## config.mk

```make
export PLATFORM = sky130hd
export DESIGN_NAME = alu_rr_arbiter_flat
export DESIGN_NICKNAME = d
export VERILOG_FILES = /design/src/rtl/alu_rr_arbiter_if.sv /design/src/rtl/alu_rr_arbiter.sv /design/src/flat_wrapper.sv
export SDC_FILE = /design/constraint.sdc
export NUM_CORES = 1
export LEC_CHECK = 0
export CORE_UTILIZATION = 30
export CTS_CLUSTER_SIZE = 10
export DETAILED_ROUTE_END_ITERATION = 6
export HOLD_SLACK_MARGIN = 0.15
export MAX_ROUTING_LAYER = met4
export PLACE_DENSITY = 0.74
export SETUP_SLACK_MARGIN = 0.5
export SKIP_CTS_REPAIR_TIMING = 1
export SLEW_MARGIN = 5
export SYNTH_ARGS = -nofsm -noshare
export SYNTH_HDL_FRONTEND = slang
export SYNTH_SLANG_ARGS = --single-unit
```

## constraint.sdc

```tcl
create_clock -name CLK -period 1.4 [get_ports CLK]
set_input_delay 0.14 -clock CLK [delete_from_list [all_inputs] [get_ports CLK]]
set_output_delay 0.14 -clock CLK [all_outputs]
set_load 0.02 [all_outputs]
```

## src/rtl/alu_rr_arbiter_if.sv

```systemverilog
// Client and ALU-side signal bundle for alu_rr_arbiter.
// slave = arbiter view, master = clients plus ALU view.
interface alu_rr_arbiter_if #(
  parameter int WIDTH = 8
);
  logic             REQ0;
  logic [3:0]       OP0;
  logic [WIDTH-1:0] A0;
  logic [WIDTH-1:0] B0;
  logic             ACK0;
  logic             DONE0;

  logic             REQ1;
  logic [3:0]       OP1;
  logic [WIDTH-1:0] A1;
  logic [WIDTH-1:0] B1;
  logic             ACK1;
  logic             DONE1;

  logic [WIDTH-1:0] RES;
  logic [5:0]       FLAGS;
  logic             BUSY;

  logic [WIDTH-1:0] ALU_A;
  logic [WIDTH-1:0] ALU_B;
  logic [3:0]       ALU_S;
  logic [WIDTH-1:0] ALU_F;
  logic             ALU_EQ;
  logic             ALU_GT;
  logic             ALU_LT;
  logic             ALU_Z;
  logic             ALU_C;
  logic             ALU_V;

  modport slave (
    input  REQ0, OP0, A0, B0,
    input  REQ1, OP1, A1, B1,
    output ACK0, DONE0, ACK1, DONE1,
    output RES, FLAGS, BUSY,
    output ALU_A, ALU_B, ALU_S,
    input  ALU_F,
    input  ALU_EQ, ALU_GT, ALU_LT,
    input  ALU_Z, ALU_C, ALU_V
  );

  modport master (
    output REQ0, OP0, A0, B0,
    output REQ1, OP1, A1, B1,
    input  ACK0, DONE0, ACK1, DONE1,
    input  RES, FLAGS, BUSY,
    input  ALU_A, ALU_B, ALU_S,
    output ALU_F,
    output ALU_EQ, ALU_GT, ALU_LT,
    output ALU_Z, ALU_C, ALU_V
  );
endinterface

```

## src/rtl/alu_rr_arbiter.sv

```systemverilog
// Round-robin arbiter sharing one ALU between two requesters.
// Grants, waits LAT cycles for F, then returns F and flags with DONE.
module alu_rr_arbiter #(
  parameter int WIDTH = 8,
  parameter int LAT   = 1
) (
  input logic           CLK,
  input logic           RST,
  alu_rr_arbiter_if.slave bus
);

  typedef enum logic {
    IDLE,
    EXEC
  } state_t;

  localparam logic [2:0] LAT_C = 3'(LAT);

  state_t     state;
  logic [2:0] cnt;
  logic       last;
  logic       win;
  logic       gnt0;
  logic       gnt1;

  // On a tie the requester that did not win last time goes first.
  assign gnt0 = bus.REQ0 & (~bus.REQ1 | last);
  assign gnt1 = bus.REQ1 & (~bus.REQ0 | ~last);

  always_ff @(posedge CLK) begin
    if (RST) begin
      state     <= IDLE;
      cnt       <= '0;
      last      <= 1'b1;
      win       <= 1'b0;
      bus.ACK0  <= 1'b0;
      bus.ACK1  <= 1'b0;
      bus.DONE0 <= 1'b0;
      bus.DONE1 <= 1'b0;
      bus.RES   <= '0;
      bus.FLAGS <= '0;
      bus.ALU_A <= '0;
      bus.ALU_B <= '0;
      bus.ALU_S <= '0;
      bus.BUSY  <= 1'b0;
    end else begin
      bus.ACK0  <= 1'b0;
      bus.ACK1  <= 1'b0;
      bus.DONE0 <= 1'b0;
      bus.DONE1 <= 1'b0;
      unique case (state)
        IDLE: begin
          unique case (1'b1)
            gnt0: begin
              bus.ALU_A <= bus.A0;
              bus.ALU_B <= bus.B0;
              bus.ALU_S <= bus.OP0;
              bus.ACK0  <= 1'b1;
              bus.BUSY  <= 1'b1;
              last      <= 1'b0;
              win       <= 1'b0;
              cnt       <= LAT_C;
              state     <= EXEC;
            end
            gnt1: begin
              bus.ALU_A <= bus.A1;
              bus.ALU_B <= bus.B1;
              bus.ALU_S <= bus.OP1;
              bus.ACK1  <= 1'b1;
              bus.BUSY  <= 1'b1;
              last      <= 1'b1;
              win       <= 1'b1;
              cnt       <= LAT_C;
              state     <= EXEC;
            end
            default: ;
          endcase
        end
        EXEC: begin
          if (cnt != 3'd0) begin
            cnt <= cnt - 3'd1;
          end else begin
            bus.RES   <= bus.ALU_F;
            bus.FLAGS <= {bus.ALU_EQ, bus.ALU_GT,
                          bus.ALU_LT, bus.ALU_Z,
                          bus.ALU_C, bus.ALU_V};
            bus.DONE0 <= ~win;
            bus.DONE1 <= win;
            bus.BUSY  <= 1'b0;
            state     <= IDLE;
          end
        end
        default: state <= IDLE;
      endcase
    end
  end

  a_ack_mutex: assert property (
    @(posedge CLK) !(bus.ACK0 && bus.ACK1));
  a_done_mutex: assert property (
    @(posedge CLK) !(bus.DONE0 && bus.DONE1));

endmodule

```

## src/flat_wrapper.sv

```systemverilog
// flat-port wrapper written by rule: the top's interface ports become plain ports
module alu_rr_arbiter_flat 
#(
  parameter int WIDTH = 8,
  parameter int LAT   = 1
)
  (CLK, RST, bus_REQ0, bus_OP0, bus_A0, bus_B0, bus_REQ1, bus_OP1, bus_A1, bus_B1, bus_ACK0, bus_DONE0, bus_ACK1, bus_DONE1, bus_RES, bus_FLAGS, bus_BUSY, bus_ALU_A, bus_ALU_B, bus_ALU_S, bus_ALU_F, bus_ALU_EQ, bus_ALU_GT, bus_ALU_LT, bus_ALU_Z, bus_ALU_C, bus_ALU_V);
  alu_rr_arbiter_if #(.WIDTH(WIDTH)) bus_i ();
  input logic CLK;
  input logic RST;
  input wire logic [$bits(bus_i.REQ0)-1:0] bus_REQ0;
  input wire logic [$bits(bus_i.OP0)-1:0] bus_OP0;
  input wire logic [$bits(bus_i.A0)-1:0] bus_A0;
  input wire logic [$bits(bus_i.B0)-1:0] bus_B0;
  input wire logic [$bits(bus_i.REQ1)-1:0] bus_REQ1;
  input wire logic [$bits(bus_i.OP1)-1:0] bus_OP1;
  input wire logic [$bits(bus_i.A1)-1:0] bus_A1;
  input wire logic [$bits(bus_i.B1)-1:0] bus_B1;
  output wire logic [$bits(bus_i.ACK0)-1:0] bus_ACK0;
  output wire logic [$bits(bus_i.DONE0)-1:0] bus_DONE0;
  output wire logic [$bits(bus_i.ACK1)-1:0] bus_ACK1;
  output wire logic [$bits(bus_i.DONE1)-1:0] bus_DONE1;
  output wire logic [$bits(bus_i.RES)-1:0] bus_RES;
  output wire logic [$bits(bus_i.FLAGS)-1:0] bus_FLAGS;
  output wire logic [$bits(bus_i.BUSY)-1:0] bus_BUSY;
  output wire logic [$bits(bus_i.ALU_A)-1:0] bus_ALU_A;
  output wire logic [$bits(bus_i.ALU_B)-1:0] bus_ALU_B;
  output wire logic [$bits(bus_i.ALU_S)-1:0] bus_ALU_S;
  input wire logic [$bits(bus_i.ALU_F)-1:0] bus_ALU_F;
  input wire logic [$bits(bus_i.ALU_EQ)-1:0] bus_ALU_EQ;
  input wire logic [$bits(bus_i.ALU_GT)-1:0] bus_ALU_GT;
  input wire logic [$bits(bus_i.ALU_LT)-1:0] bus_ALU_LT;
  input wire logic [$bits(bus_i.ALU_Z)-1:0] bus_ALU_Z;
  input wire logic [$bits(bus_i.ALU_C)-1:0] bus_ALU_C;
  input wire logic [$bits(bus_i.ALU_V)-1:0] bus_ALU_V;
  assign bus_i.REQ0 = bus_REQ0;
  assign bus_i.OP0 = bus_OP0;
  assign bus_i.A0 = bus_A0;
  assign bus_i.B0 = bus_B0;
  assign bus_i.REQ1 = bus_REQ1;
  assign bus_i.OP1 = bus_OP1;
  assign bus_i.A1 = bus_A1;
  assign bus_i.B1 = bus_B1;
  assign bus_ACK0 = bus_i.ACK0;
  assign bus_DONE0 = bus_i.DONE0;
  assign bus_ACK1 = bus_i.ACK1;
  assign bus_DONE1 = bus_i.DONE1;
  assign bus_RES = bus_i.RES;
  assign bus_FLAGS = bus_i.FLAGS;
  assign bus_BUSY = bus_i.BUSY;
  assign bus_ALU_A = bus_i.ALU_A;
  assign bus_ALU_B = bus_i.ALU_B;
  assign bus_ALU_S = bus_i.ALU_S;
  assign bus_i.ALU_F = bus_ALU_F;
  assign bus_i.ALU_EQ = bus_ALU_EQ;
  assign bus_i.ALU_GT = bus_ALU_GT;
  assign bus_i.ALU_LT = bus_ALU_LT;
  assign bus_i.ALU_Z = bus_ALU_Z;
  assign bus_i.ALU_C = bus_ALU_C;
  assign bus_i.ALU_V = bus_ALU_V;
  alu_rr_arbiter #(.WIDTH(WIDTH), .LAT(LAT)) u_core (.CLK(CLK), .RST(RST), .bus(bus_i));
endmodule
```

==> flow_summary.toml, run 1 <==
[synthesis]
ys_types = 32
yosys_register_bits = 45
synth_top_area_cell = "dfxtp_1"
synthAdderAreaFrac = 0.0146
synth-seq-area-share = 0.527
synth_edf_count = 0
synth_area_leaders = "dfxtp_1 53%, a221o_1 11%, nor3b_1 8.8%, a22o_1 7.2%, buf_2 1.5%"
synthCells = 146
synth.area.mux_share = 0
synthFlopType = "dfxtp_1"
syn_area_per_cell_um2 = 11.7
synth_area_mm2 = 0.00171
yosys_warnings = 0
synth_top_family_by_area = "compound AO/OA/AOI/OAI gates"
synth_most_common_cell = "dfxtp_1"
async_flop_share = 0
synth-simple-area-share = 0.149
syn_nets = 206
synth_xor_area_frac = 0
synth-compound-area-share = 0.258
synthTopCellsByCount = "45 x dfxtp_1, 20 x nor3b_1, 19 x a221o_1"
synth_top_area_frac = 0.527

[routing]
wirelength_mm = 5.33
drc = 0
drtIter0Drc = 78
drt_pass1_iterations = 4
drtAntennaViolNets = 0
wl_per_cell_um = 15.5
viasPerCell = 4.95
num_vias = 1699

[cts]
cts_tree = "built"
clockBufferDepth = 2
cts.htree.levels = 2
cts_root_buffer = "clkbuf_8"
cts_buffers = 5
cts_sinks = 45
insertion_delay_ns = 0.29
clk_pin_slew_ns = 0.09

[power_and_ir_drop]
seqPwrFrac = 0.424
switching_power_uw = 961
p_total_mw = 3.53
p_per_area_mw_per_mm2 = 1040
p_clk_frac = 0.286
p_leak_nw = 1.37
p_int_mw = 2.57
power.share.switching = 0.272
ir_drop_mv = 0.503
combPwrFrac = 0.290

[die]
die_area_mm2 = 0.00600
placementRows = 27
coreArea_mm2 = 0.00551
die_h_um = 77.5
initial_core_util = 0.310
die_x_um = 77.5
ios = 97

[sta]
finClkSkew_ns = 0.00658
hold_viol = 0
relSlewSlack = 0.826
finalCritPeriodShare = 0.998
fin_hold_ws_ns = 0.437
final-setup-viol-count = 0
rsz0062_at_grt = "true"
period_minus_slack_ns = 1.40
finalMaxSlewViolations = 0
finalSetupTns_ns = 0
max_freq_mhz = 715
worst_pin_slew_ns = 0.261

[critical_path]
arrival_ns = 1.59
endpoint_kind = "flop"
cp-start-kind = "flop"
path_class = "flop to flop"
critPathMaxFanout = 7
required_ns = 1.59

[cells_and_area]
fin_nets = 330
layout-drive-gt1-share = 0.598
areaGrowthSynthToFinish_pct = 98.1
diodes = 0
final_cell_count_no_fill = 343

[global_routing]
grt_overflow = 0
antenna_found_initial = 0
grt_use_total = 0.166
grt_pass1_vias = 1556
grt_max_degree = 22
grt_pass1_wl_mm = 7.74

[job]
cap_violations = 0

[placed_design]
gp_congestion = 0.748
dp_hpwl_mm = 3.50
portBuffers = 96
dp_cells = 321

[worst_hold_path]
hp-class = "input port to flop"

[status]
status = "completed"
==> layout by cell type, fill, tap and decap left out, types with 2 or more instances in the layout <==
| cell type | instances |
|---|---|
| nor2_4 | 2 |
| buf_6 | 47 |
| a221o_2 | 2 |
| a22o_1 | 14 |
| clkdlybuf4s50_1 | 57 |
| nor2_1 | 3 |
| a21oi_2 | 2 |
| dfxtp_1 | 3 |
| nor3b_1 | 2 |
| inv_2 | 3 |
| a21o_1 | 2 |
| clkbuf_8 | 5 |
| nand3b_1 | 2 |
| buf_12 | 2 |
| dfxtp_2 | 42 |
| a221o_1 | 19 |
| nor3b_2 | 18 |
| buf_4 | 21 |
| ha_4 | 2 |
==> worst max-delay path: stages (launching register included) <==
cell      delay (ns)
dfxtp_2         0.32
inv_2           0.07
ha_4            0.13
nand3b_1        0.14
buf_6           0.17
and2b_2         0.25
a22o_1          0.21
==> stage by stage <==
stage | util | area [um2] | setup slack (ns)
after floorplan | - | 1870 | 0.0838
final | 0.615 | 3390 | 0.00225
after global routing | 0.615 | 3390 | -0.0560
after detailed placement | 0.538 | 2960 | -0.356
after global placement | 0.538 | 2960 | -0.349
after CTS | 0.559 | 3080 | -0.197
==> cell type report <==
| type | count | area [um2] |
|---|---|---|
| Multi-Input combinational cell | 88 | 915 |
| Sequential cell | 45 | 953 |
| Inverter | 3 | 11.3 |
| Tap cell | 72 | 90.1 |
| Timing Repair Buffer | 127 | 1300 |
| Clock inverter | 3 | 50.0 |
| Fill cell | 463 | 2120 |
| Clock buffer | 5 | 68.8 |
==> cells by family (layout without fill, tap and decap cells) <==
group,Yosys count,count (layout)
buf+inv,15,138
flops,45,45
simple gates,38,39
fa+ha+maj,2,2
compound gates,46,47
==> state kept, by name, summed over array words and instances (netlist names) <==
name	flops
u_core.cnt	3
u_core.bus.ALU_S	4
u_core.bus.RES	8
u_core.last	1
u_core.bus.DONE0	1
u_core.bus.ALU_B	8
u_core.bus.DONE1	1
u_core.state	1
u_core.bus.ALU_A	8
u_core.bus.ACK0	1
u_core.bus.FLAGS	6
u_core.win	1
u_core.bus.ACK1	1
u_core.bus.BUSY	1
==> power groups by stage <==
stage	clock [mW]	combinational [mW]	sequential (mW)
detailed placement	0	0.887	1.49
global placement	0	0.880	1.48
CTS	1.03	0.891	1.46
floorplan	0	0.321	1.60
finish	1.01	1.02	1.50
global route	1.11	1.09	1.51
==> final timing paths <==
check,from,to,slack (ns),depth (start not counted)
hold reg to reg,u_core.win,u_core.bus.DONE0,0.46,1
setup / recovery,u_core.cnt[1],u_core.bus.FLAGS[3],0.002,6
hold / removal,bus_ALU_GT,u_core.bus.FLAGS[4],0.44,2
setup reg to reg,u_core.cnt[1],u_core.bus.FLAGS[3],0.002,6
==> routing by layer <==
layer / wire length, um / track usage / part of all wire / vias to the layer above
met2: 2540 / 0.264 / 0.48 / 49
met4: 15 / 0.0396 / 0.0028 / 0
met1: 2520 / 0.210 / 0.47 / 837
met5: 0 / - / 0 / -
li1: - / - / - / 811
met3: 255 / 0.0412 / 0.048 / 2
Note: power is estimated with default switching activity, not from simulation.
==> inputs of run 2 (changes only) <==
--- a/config.mk
+++ b/config.mk
@@ -5,12 +5,13 @@
 export SDC_FILE = /design/constraint.sdc
 export NUM_CORES = 1
 export LEC_CHECK = 0
+export ABC_AREA = 1
 export CORE_UTILIZATION = 30
 export CTS_CLUSTER_SIZE = 10
 export DETAILED_ROUTE_END_ITERATION = 6
 export HOLD_SLACK_MARGIN = 0.15
 export MAX_ROUTING_LAYER = met4
-export PLACE_DENSITY = 0.74
+export PLACE_DENSITY = 0.71
 export SETUP_SLACK_MARGIN = 0.5
 export SKIP_CTS_REPAIR_TIMING = 1
 export SLEW_MARGIN = 5
==> flow_summary.toml, run 2 <==
[synthesis]
synth_edf_count = 0
synth_top_area_frac = 0.465
syn_area_per_cell_um2 = 7.23
async_flop_share = 0
synth_area_leaders = "dfxtp_1 46%, nand3_1 9.8%, nand2_1 8.9%, inv_1 8.3%, o21ai_1 5.7%"
synthTopCellsByCount = "46 x nand2_1, 45 x dfxtp_1, 43 x inv_1"
synth-seq-area-share = 0.465
ys_types = 20
synthCells = 268
synth_area_mm2 = 0.00194
synthFlopType = "dfxtp_1"
synth_top_area_cell = "dfxtp_1"
yosys_register_bits = 45
synth_most_common_cell = "nand2_1"
yosys_warnings = 0
syn_nets = 328

[cts]
clk_pin_slew_ns = 0.09
cts_root_buffer = "clkbuf_8"
cts_tree = "built"
insertion_delay_ns = 0.30
cts_buffers = 5
cts.htree.levels = 2
cts_sinks = 45
clockBufferDepth = 2

[sta]
relSlewSlack = 0.799
hold_viol = 0
finalMaxSlewViolations = 0
period_minus_slack_ns = 1.17
finalSetupTns_ns = 0
final-setup-viol-count = 0
rsz0062_at_grt = "true"
fin_ws_ns = 0.231
fin_hold_ws_ns = 0.234
worst_pin_slew_ns = 0.301
finClkSkew_ns = 0.00777
finalCritPeriodShare = 0.835
max_freq_mhz = 855

[cells_and_area]
final_cell_count_no_fill = 469
final_area_mm2 = 0.00359
final_common_cell = "clkdlybuf4s50_1"
diodes = 0
fin_nets = 453
areaGrowthSynthToFinish_pct = 85.3
final_cell_mix = "55 x clkdlybuf4s50_1, 42 x nand2_1, 40 x inv_1, 40 x buf_6, 37 x nand3_1"
reg_top3 = "u_core.bus.ALU_A: 8 flops, u_core.bus.ALU_B: 8 flops, u_core.bus.RES: 8 flops"
utilization = 0.593
layout-drive-gt1-share = 0.353

[status]
status = "completed"

[power_and_ir_drop]
p_total_mw = 3.63
p_leak_nw = 1.65
ir_drop_mv = 0.562
p_per_area_mw_per_mm2 = 1010

[placed_design]
place_area_mm2 = 0.00306
dp_cells = 438
dp_hpwl_mm = 3.57
gp_congestion = 0.786
pre_cts_ws_ns = -0.0184
portBuffers = 96

[critical_path]
endpoint_kind = "flop"
reg2reg_slack_ns = 0.23
path_class = "flop to flop"
rr_endpoint = "u_core.bus.RES[1]"
cp-startpoint = "u_core.cnt[0]"
cp-start-kind = "flop"
r2r_cells = 5
required_ns = 1.63
endpoint = "u_core.bus.RES[1]"
critPathMaxFanout = 5
arrival_ns = 1.40
r2r-start = "u_core.cnt[0]"

[routing]
drc = 0
drtIter0Drc = 57
num_vias = 2132
wirelength_mm = 5.76
viasPerCell = 4.55
wl_per_cell_um = 12.3
drtAntennaViolNets = 0
drt_pass1_iterations = 7

[global_routing]
grt_pass1_vias = 1768
globalRouteMet2Util = 0.269
use_met1 = 0.160
grt_pass1_wl_mm = 7.62
top_usage_layer = "met2"
grt_overflow = 0
grt_max_degree = 33
grt.met3_usage = 0.0473
grt_use_total = 0.153
antenna_found_initial = 0

[die]
ios = 97
coreArea_mm2 = 0.00606
die_x_um = 82.4
die_area_mm2 = 0.00679
initial_core_util = 0.320
die_h_um = 82.4
placementRows = 28

[job]
cap_violations = 0

[worst_hold_path]
hp-class = "input port to flop"
-- run 2: cell type report --
type                            instances  area, um2
Sequential cell                        45        947
Clock inverter                          2       16.3
Fill cell                             562       2470
Multi-Input combinational cell        165        868
Clock buffer                            6       93.8
Inverter                               45        174
Tap cell                               75       93.8
Timing Repair Buffer                  131       1400
-- run 2: routing by layer --
| layer | wire, um | part of all wire |
|---|---|---|
| met1 | 2370 | 0.41 |
| met2 | 2930 | 0.51 |
| met3 | 415 | 0.072 |
| met4 | 41 | 0.0071 |
| met5 | 0 | 0 |
-- run 2: worst min path at each step --
stage | from | end | slack [ns] | depth (start not counted)
final | bus_REQ0 | u_core.bus.ACK0 | 0.23 | 3
after global routing | bus_REQ0 | u_core.bus.ACK0 | 0.23 | 3
after CTS | bus_ALU_F[0] | u_core.bus.RES[0] | 0.36 | 3
after detailed placement | u_core.win | u_core.bus.DONE0 | 0.43 | 1
after global placement | u_core.win | u_core.bus.DONE0 | 0.42 | 1
after floorplan | RST | u_core.cnt[1] | 0.20 | 1
-- run 2: cells by family after synthesis --
| kind of cell | synth area share |
|---|---|
| AOI/OAI and AO/OA | 0.115 |
| adders and majority gates | 0.0129 |
| and+or+nand+nor | 0.270 |
| DFF | 0.465 |
| buffers and inverters | 0.137 |
-- run 2: critical path, cell delays in order (launching register included) --
cell	delay [ns]
dfxtp_2	0.34
inv_2	0.08
ha_4	0.16
nand4_1	0.18
buf_4	0.22
o21ai_1	0.12
-- run 2: report_power, final --
| part | internal [mW] | switching [mW] | leakage (nW) |
|---|---|---|---|
| Combinational | 0.647 | 0.535 | 1.22 |
| Clock | 0.463 | 0.460 | 0.0525 |
| Sequential | 1.43 | 0.0960 | 0.383 |
==> inputs of run 3 (changes only) <==
==> constraint.sdc (replaced) <==
create_clock -name CLK -period 1 [get_ports CLK]
set_input_delay 0.1 -clock CLK [delete_from_list [all_inputs] [get_ports CLK]]
set_output_delay 0.1 -clock CLK [all_outputs]
set_load 0.02 [all_outputs]
==> flow_summary.toml, run 3 (synthesis gave the netlist of run 2 again) <==
[critical_path]
cp_slowest_cell = "dfxtp_2"
critPathMaxFanout = 4
endpoint_kind = "flop"
crit_path_cell_trace = "inv_4 -> ha_4 -> nand4_1 -> buf_4 -> o21ai_1"
cp-start-kind = "flop"
max_stage_delay_ns = 0.34
cp-startpoint = "u_core.cnt[0]"
path_class = "flop to flop"
r2r-start = "u_core.cnt[0]"
required_ns = 1.23
arrival_ns = 1.40

[placed_design]
gp_congestion = 0.737
portBuffers = 96
dp_cells = 445
dp_hpwl_mm = 3.82
place_area_mm2 = 0.00317

[global_routing]
grt_max_degree = 29
grt_pass1_vias = 1833
antenna_found_initial = 0
grt_use_total = 0.154
grt_overflow = 0
grt_pass1_wl_mm = 7.71

[status]
violations = "negative setup slack"
status = "finished with violations"

[die]
die_h_um = 82.4
die_area_mm2 = 0.00679
initial_core_util = 0.320
coreArea_mm2 = 0.00606
die_x_um = 82.4
placementRows = 28
ios = 97

[routing]
num_vias = 2114
wl_per_cell_um = 12.0
viasPerCell = 4.56
drtAntennaViolNets = 0
drtIter0Drc = 67
drt_pass1_iterations = 4
wirelength_mm = 5.55
drc = 0

[cells_and_area]
areaGrowthSynthToFinish_pct = 86.8
fillers = 560
fin_nets = 448
final_cell_mix = "55 x clkdlybuf4s50_1, 49 x buf_6, 40 x nand2_1"
final_common_cell = "clkdlybuf4s50_1"
diodes = 0
final_cell_count_no_fill = 464
reg_top3 = "u_core.bus.ALU_A: 8 flops, u_core.bus.ALU_B: 8 flops, u_core.bus.RES: 8 flops"
final_area_mm2 = 0.00362
layout-drive-gt1-share = 0.409

[sta]
fin_ws_ns = -0.165
relSlewSlack = 0.751
period_minus_slack_ns = 1.16
final-setup-viol-count = 39
hold_viol = 0
fin_hold_ws_ns = 0.241
rsz0062_at_grt = "true"
max_freq_mhz = 859
finalMaxSlewViolations = 0
finalCritPeriodShare = 1.16
finClkSkew_ns = 0.00829
worst_pin_slew_ns = 0.373

[cts]
cts.htree.levels = 2
cts_root_buffer = "clkbuf_8"
cts_tree = "built"
cts_buffers = 5
insertion_delay_ns = 0.31
cts_sinks = 45
clk_pin_slew_ns = 0.08
clockBufferDepth = 2

[power_and_ir_drop]
p_leak_nw = 1.63
p_per_area_mw_per_mm2 = 1370
ir_drop_mv = 0.697

[worst_hold_path]
hp-class = "input port to flop"
min_from = "bus_REQ0"

[job]
cap_violations = 0
==> run 3: through the flow <==
stage / util / total power, mW / setup WS (ns) / setup TNS [ns]
floorplan: - / 2.84 / -0.0491 / -0.399
global placement: 0.523 / 3.51 / -0.448 / -15.84
detailed placement: 0.523 / 3.53 / -0.484 / -16.66
CTS: 0.538 / 4.69 / -0.374 / -18.16
global route: 0.597 / 5.22 / -0.232 / -5.89
finish: 0.597 / 4.95 / -0.165 / -3.26
==> run 3: critical path: cells and delay by family, from the launching register on <==
family | cells | cell delay, ns
adders and majority gates | 1 | 0.15
buffers and inverters | 2 | 0.30
AOI/OAI and AO/OA | 1 | 0.11
and+or+nand+nor | 1 | 0.20
DFF | 1 | 0.34
==> run 3: path summary, 6_finish.rpt <==
kind,to,slack (ns),depth (start not counted)
setup reg to reg,u_core.bus.FLAGS[0],-0.16,5
hold reg to reg,u_core.bus.DONE0,0.46,1
hold / removal,u_core.bus.ACK0,0.24,3
setup / recovery,u_core.bus.FLAGS[0],-0.16,5
==> run 3: layer usage <==
metal / part of all wire / GRT usage / up-vias
met5: 0 / - / -
met2: 0.53 / 0.276 / 70
met3: 0.069 / 0.0505 / 6
met4: 0.011 / 0.0474 / 0
met1: 0.39 / 0.158 / 960
li1: - / - / 1078
==> run 3: cell type report <==
class / count / area (um2) / share of cell area
inverters: 45 / 181 / 0.0501
clock buffers: 5 / 68.8 / 0.0190
clock inverters: 3 / 22.5 / 0.00622
flip-flops and latches: 45 / 953 / 0.263
well taps: 75 / 93.8 / 0.0259
repair buffers: 127 / 1360 / 0.375
multi-input cells: 164 / 943 / 0.261
==> run 3: report_power, final <==
part | internal (mW) | leakage, nW | total (mW) | switching [mW]
logic | 0.890 | 1.20 | 1.65 | 0.760
clock network | 0.496 | 0.0481 | 1.16 | 0.660
registers | 2.00 | 0.385 | 2.14 | 0.136
